$ cat src/rtl/fetch_ctrl_if.sv
// Fetch-controller bus: instruction/flag inputs in, issue/branch/stall control out.
// The controller side is the master; decode, PC and execute logic sit on the slave side.
interface fetch_ctrl_if;
   logic              [8:0]  Instr;
   logic                     CondFlag;
   logic                     FlagValid;
   logic                     Branch;
   logic signed       [2:0]  Target;
   logic                     Stall;
   logic              [8:0]  InstrOut;
   logic                     Valid;
   logic                     Done;
   logic              [15:0] IssueCount;

   modport master (
      input  Instr, CondFlag, FlagValid,
      output Branch, Target, Stall, InstrOut, Valid, Done, IssueCount
   );

   modport slave (
      output Instr, CondFlag, FlagValid,
      input  Branch, Target, Stall, InstrOut, Valid, Done, IssueCount
   );
endinterface

$ cat src/rtl/fetch_ctrl.sv
// Instruction fetch controller: issues ROM words to decode, interlocks branches on
// unresolved flags, holds the PC for loads and halts, and counts issued instructions.
module fetch_ctrl #(
   parameter int unsigned LOAD_STALL = 2,
   parameter logic [8:0]  NOP_WORD   = 9'h000
) (
   input logic          CLK,
   input logic          Init,
   fetch_ctrl_if.master bus
);
   typedef enum logic [1:0] {RUN = 2'd0, WAIT = 2'd1, HALT = 2'd2} state_t;

   localparam logic [2:0] OP_BRANCH = 3'b111;
   localparam logic [2:0] OP_LOAD   = 3'b110;
   localparam logic [2:0] OP_HALT   = 3'b101;
   // The load cycle itself is the first stall cycle, so WAIT counts the remainder.
   localparam logic [2:0] LOAD_CNT  = 3'(LOAD_STALL - 1);

   state_t             state, state_n;
   logic        [2:0]  cnt, cnt_n;
   logic               done;
   logic        [15:0] issue_cnt;
   logic               branch;
   logic signed [2:0]  target;
   logic               stall;
   logic        [8:0]  instr_out;
   logic               valid;
   logic        [2:0]  op;

   function automatic logic [15:0] sat_inc(input logic [15:0] v);
      return (v == 16'hFFFF) ? v : v + 16'd1;
   endfunction

   assign op = bus.Instr[8:6];

   always_comb begin
      state_n   = state;
      cnt_n     = cnt;
      branch    = 1'b0;
      target    = 3'sd0;
      stall     = 1'b0;
      instr_out = NOP_WORD;
      valid     = 1'b0;
      if (!Init) begin
         case (state)
            RUN: begin
               case (op)
                  OP_BRANCH: begin
                     if (!bus.FlagValid) begin
                        stall = 1'b1;
                     end else begin
                        valid     = 1'b1;
                        instr_out = bus.Instr;
                        if (bus.CondFlag) begin
                           branch = 1'b1;
                           target = signed'(bus.Instr[2:0]);
                        end
                     end
                  end
                  OP_LOAD: begin
                     valid     = 1'b1;
                     instr_out = bus.Instr;
                     stall     = 1'b1;
                     cnt_n     = LOAD_CNT;
                     state_n   = WAIT;
                  end
                  OP_HALT: begin
                     valid     = 1'b1;
                     instr_out = bus.Instr;
                     stall     = 1'b1;
                     state_n   = HALT;
                  end
                  default: begin
                     valid     = 1'b1;
                     instr_out = bus.Instr;
                  end
               endcase
            end
            WAIT: begin
               if (cnt != 3'd0) begin
                  stall = 1'b1;
                  cnt_n = cnt - 3'd1;
               end else begin
                  state_n = RUN;
               end
            end
            HALT: begin
               stall = 1'b1;
            end
            default: begin
               state_n = RUN;
            end
         endcase
      end
   end

   always_ff @(posedge CLK) begin
      if (Init) begin
         state     <= RUN;
         cnt       <= 3'd0;
         done      <= 1'b0;
         issue_cnt <= 16'd0;
      end else begin
         state <= state_n;
         cnt   <= cnt_n;
         if (state_n == HALT) begin
            done <= 1'b1;
         end
         if (valid) begin
            issue_cnt <= sat_inc(issue_cnt);
         end
      end
   end

   assign bus.Branch     = branch;
   assign bus.Target     = target;
   assign bus.Stall      = stall;
   assign bus.InstrOut   = instr_out;
   assign bus.Valid      = valid;
   assign bus.Done       = done;
   assign bus.IssueCount = issue_cnt;
endmodule

$ cat src/flat_wrapper.sv
// flat-port wrapper written by rule: the top's interface ports become plain ports
module fetch_ctrl_flat 
#(
   parameter int unsigned LOAD_STALL = 2,
   parameter logic [8:0]  NOP_WORD   = 9'h000
)
  (CLK, Init, bus_Instr, bus_CondFlag, bus_FlagValid, bus_Branch, bus_Target, bus_Stall, bus_InstrOut, bus_Valid, bus_Done, bus_IssueCount);
  fetch_ctrl_if bus_i ();
  input logic CLK;
  input logic Init;
  input wire logic [$bits(bus_i.Instr)-1:0] bus_Instr;
  input wire logic [$bits(bus_i.CondFlag)-1:0] bus_CondFlag;
  input wire logic [$bits(bus_i.FlagValid)-1:0] bus_FlagValid;
  output wire logic [$bits(bus_i.Branch)-1:0] bus_Branch;
  output wire logic [$bits(bus_i.Target)-1:0] bus_Target;
  output wire logic [$bits(bus_i.Stall)-1:0] bus_Stall;
  output wire logic [$bits(bus_i.InstrOut)-1:0] bus_InstrOut;
  output wire logic [$bits(bus_i.Valid)-1:0] bus_Valid;
  output wire logic [$bits(bus_i.Done)-1:0] bus_Done;
  output wire logic [$bits(bus_i.IssueCount)-1:0] bus_IssueCount;
  assign bus_i.Instr = bus_Instr;
  assign bus_i.CondFlag = bus_CondFlag;
  assign bus_i.FlagValid = bus_FlagValid;
  assign bus_Branch = bus_i.Branch;
  assign bus_Target = bus_i.Target;
  assign bus_Stall = bus_i.Stall;
  assign bus_InstrOut = bus_i.InstrOut;
  assign bus_Valid = bus_i.Valid;
  assign bus_Done = bus_i.Done;
  assign bus_IssueCount = bus_i.IssueCount;
  fetch_ctrl #(.LOAD_STALL(LOAD_STALL), .NOP_WORD(NOP_WORD)) u_core (.CLK(CLK), .Init(Init), .bus(bus_i));
endmodule
$ cat config.mk
export PLATFORM = sky130hd
export DESIGN_NAME = fetch_ctrl_flat
export DESIGN_NICKNAME = d
export VERILOG_FILES = /design/src/rtl/fetch_ctrl_if.sv /design/src/rtl/fetch_ctrl.sv /design/src/flat_wrapper.sv
export SDC_FILE = /design/constraint.sdc
export NUM_CORES = 1
export LEC_CHECK = 0
export CAP_MARGIN = 20
export CORE_UTILIZATION = 30
export DETAILED_ROUTE_END_ITERATION = 8
export GPL_TIMING_DRIVEN = 0
export SYNTH_ARGS = -nofsm -noshare
export SYNTH_HDL_FRONTEND = slang
export SYNTH_SLANG_ARGS = --single-unit
$ cat constraint.sdc
create_clock -name CLK -period 1.6 [get_ports CLK]
set_input_delay 0.32 -clock CLK [delete_from_list [all_inputs] [get_ports CLK]]
set_output_delay 0.32 -clock CLK [all_outputs]
set_load 0.1 [all_outputs]
==> results.yml <==
critical_path:
  critPathCaptureType: "primary output"
  reg2reg_depth: 6
  r2r-end: "u_core.bus.IssueCount[13]"
  cp.arrival_ns: 1.53
  cp-start-kind: "register"
  worstSetupPathType: "register to primary output"
  rr_startpoint: "u_core.state[0]"
  rrSetupSlack_ns: -0.11
  critPathRequiredTime_ns: 1.28
  critPathMaxFanout: 4
synth:
  synth-seq-area-share_pct: 34.3
  syn_area_um2: 1280
  avgSynthCellArea_um2: 8.91
  synth_nets: 160
  ys_seq_elements: 22
  async_flop_share_pct: 0
  ys_warn_count: 0
  synth_edf_count: 0
  synthDistinctLibCells: 40
  synth_ff_type: "dfxtp_1"
  syn_inst: 144
drt:
  drt_first_pass_iters: 4
  antenna_left: 0
  wire_per_inst_um: 14.6
  wl_um: 3980
  remaining_drc_errors: 0
  drt-initial-drc-count: 35
  vias: 1351
  via_per_inst: 4.95
placement:
  postPlaceCellArea_um2: 2030
  gp_congestion: 0.727
  dpl.hpwl_um: 2570
  portBuffers: 44
  dp_slack_ns: -1.57
global_routing:
  grt_pass1_vias: 1329
  antenna_found_initial: 0
  met2_usage_pct: 33.6
  use_met3_pct: 3.55
  overflow: 0
  grt_max_degree: 14
  grt_use_met1_pct: 22.7
  grt_pass1_wl_um: 6290
  groute.usage.overall_pct: 18.7
  top_usage_layer: "met2"
pwr:
  internal_power_w: 0.00113
  power_density_nw_per_um2: 662
  power_switching_w: 0.000609
  vdd_drop_max_uv: 388
  power_frac_comb_pct: 36.1
  p_clk_share_pct: 31.1
  p_leak_nw: 1.02
  p_sw_share_pct: 35.1
  p_seq_share_pct: 32.7
die:
  die-area_um2: 4540
  die_x_um: 67.4
  start_util_pct: 31.6
  fp-row-count: 23
  io_pins: 45
  die_h_um: 67.4
  core_area_um2: 4060
sta:
  fin_crit_ns: 1.85
  finalCritPeriodShare_pct: 116
  clock_skew_ns: 0.00446
  setup_viol: 23
  drv_slew: 0
  relSlewSlack_pct: 63.4
  rsz0062_at_grt: "yes"
  worstMarginPinSlew_ns: 0.552
  fin_ws_ns: -0.248
  max_freq_mhz: 541
  hold_viol_final: 0
clock_network:
  clk_latency_ns: 0.27
  clock-sinks: 22
  tritoncts: "built"
  path_clk_slew_ns: 0.09
  cts_buffers: 3
  h-tree-depth: 1
  postCtsHoldBufs: 0
  clockRootBuffer: "clkbuf_8"
  clk_path_buf_depth: 2
layout:
  antenna_cells: 0
  final_nets: 240
  filler_cell_count: 309
  layout-drive-gt1-share_pct: 62.3
  area_delta_synth_final_pct: 105
  final_cell_mix: "nor2_1 (20), buf_4 (20), buf_12 (17)"
  finalInstanceArea_um2: 2630
  fin_util_pct: 64.7
min_path:
  min_to: "u_core.bus.Done"
  worst_hold_path_type: "register to register"
  holdPathStages: 1
  min_from: "u_core.bus.Done"
status:
  violations: "setup timing"
  run_status: "complete, but fails checks"
flow_run:
  max-cap-violations: 0
sequential cells by signal, indices dropped and copies added (netlist names):
| signal | cells |
|---|---|
| u_core.state | 2 |
| u_core.bus.IssueCount | 16 |
| u_core.cnt | 3 |
| u_core.bus.Done | 1 |
power groups by stage:
stage | clock network [W] | logic [W] | registers (W)
after floorplan | 0 | 0.000272 | 0.000674
after global placement | 0 | 0.000485 | 0.000578
after detailed placement | 0 | 0.000489 | 0.000581
after CTS | 0.000552 | 0.000584 | 0.000568
after global routing | 0.000574 | 0.000655 | 0.000572
final | 0.000541 | 0.000628 | 0.000569
worst max-delay path by stage:
| stage | depth (start not counted) | start | slack (ns) | to |
|---|---|---|---|---|
| global placement | 5 | bus_Instr[6] | -1.55 | bus_InstrOut[4] |
| detailed placement | 5 | bus_Instr[6] | -1.57 | bus_InstrOut[8] |
| finish | 5 | u_core.state[1] | -0.25 | bus_Target[1] |
| global route | 6 | u_core.cnt[1] | -0.29 | bus_Stall |
| floorplan | 5 | u_core.cnt[0] | -0.42 | bus_Stall |
| CTS | 5 | u_core.state[1] | -0.25 | bus_Target[1] |
metrics by stage:
step | power [W] | hold WS [ns] | TNS [ns] | instances
floorplan | 0.000946 | 0.469 | -3.81 | 144
detailed placement | 0.00107 | 0.444 | -31.71 | 238
global route | 0.00180 | 0.504 | -5.12 | 273
CTS | 0.00170 | 0.473 | -2.93 | 266
finish | 0.00174 | 0.474 | -3.29 | 273
global placement | 0.00106 | 0.442 | -31.30 | 238
area by class of cell:
type | instances | area, µm² | area share (%)
Tap cell | 50 | 62.6 | 2.38
Multi-Input combinational cell | 111 | 1000 | 38.1
Inverter | 6 | 26.3 | 1.00
Clock buffer | 3 | 41.3 | 1.57
Timing Repair Buffer | 75 | 915 | 34.8
Buffer | 5 | 45.0 | 1.72
Clock inverter | 1 | 30.0 | 1.14
Sequential cell | 22 | 505 | 19.3
per-layer routing:
layer / part of all wire (%) / wire length (µm) / up-vias
met5: 0 / 0 / -
met4: 1.0 / 40 / 0
met3: 2.0 / 78 / 6
met2: 55 / 2190 / 21
met1: 42 / 1670 / 650
li1: - / - / 674
kinds of logic (layout without fill, tap and decap cells):
family,Yosys count,count (layout),synth area share (%)
XOR/XNOR,12,12,8.20
AND/OR/NAND/NOR,74,74,33.8
buffers and inverters,11,90,3.80
multiplexers,4,4,3.22
flip-flops,22,22,34.3
adder cells (fa/ha/maj),3,3,2.93
AO/OA/AOI/OAI,18,18,13.8
synthesized netlist by cell type (all sizes together), types with 3 or more instances:
cell type / instances / area, µm²
and4: 3 / 31.3
nand3: 6 / 35.0
mux2i: 3 / 30.0
xnor2: 10 / 87.6
clkbuf: 4 / 15.0
nand2: 11 / 41.3
and3: 12 / 76.3
inv: 6 / 22.5
and2: 4 / 25.0
a21oi: 6 / 33.8
nor3: 3 / 31.3
nand4: 5 / 46.3
ha: 3 / 37.5
nor2: 21 / 78.8
a2111oi: 4 / 85.1
dfxtp: 22 / 440
what timing repair did:
| action | in CTS | in global routing |
|---|---|---|
| pin swaps | 20 | 4 |
| hold endpoints to repair | 0 | 0 |
| gates cloned | 2 | 0 |
| setup endpoints to repair | 48 | 32 |
| resized for setup | 211 | 11 |
| buffers inserted | 22 | 8 |
critical path, cell delays in order (launching register included):
cell and delay, ns:
dfxtp_4 0.38, nor2_4 0.11, and3_4 0.18, and4b_4 0.26, and2_4 0.16, buf_12 0.17
Note: power is estimated with default switching activity, not from simulation.
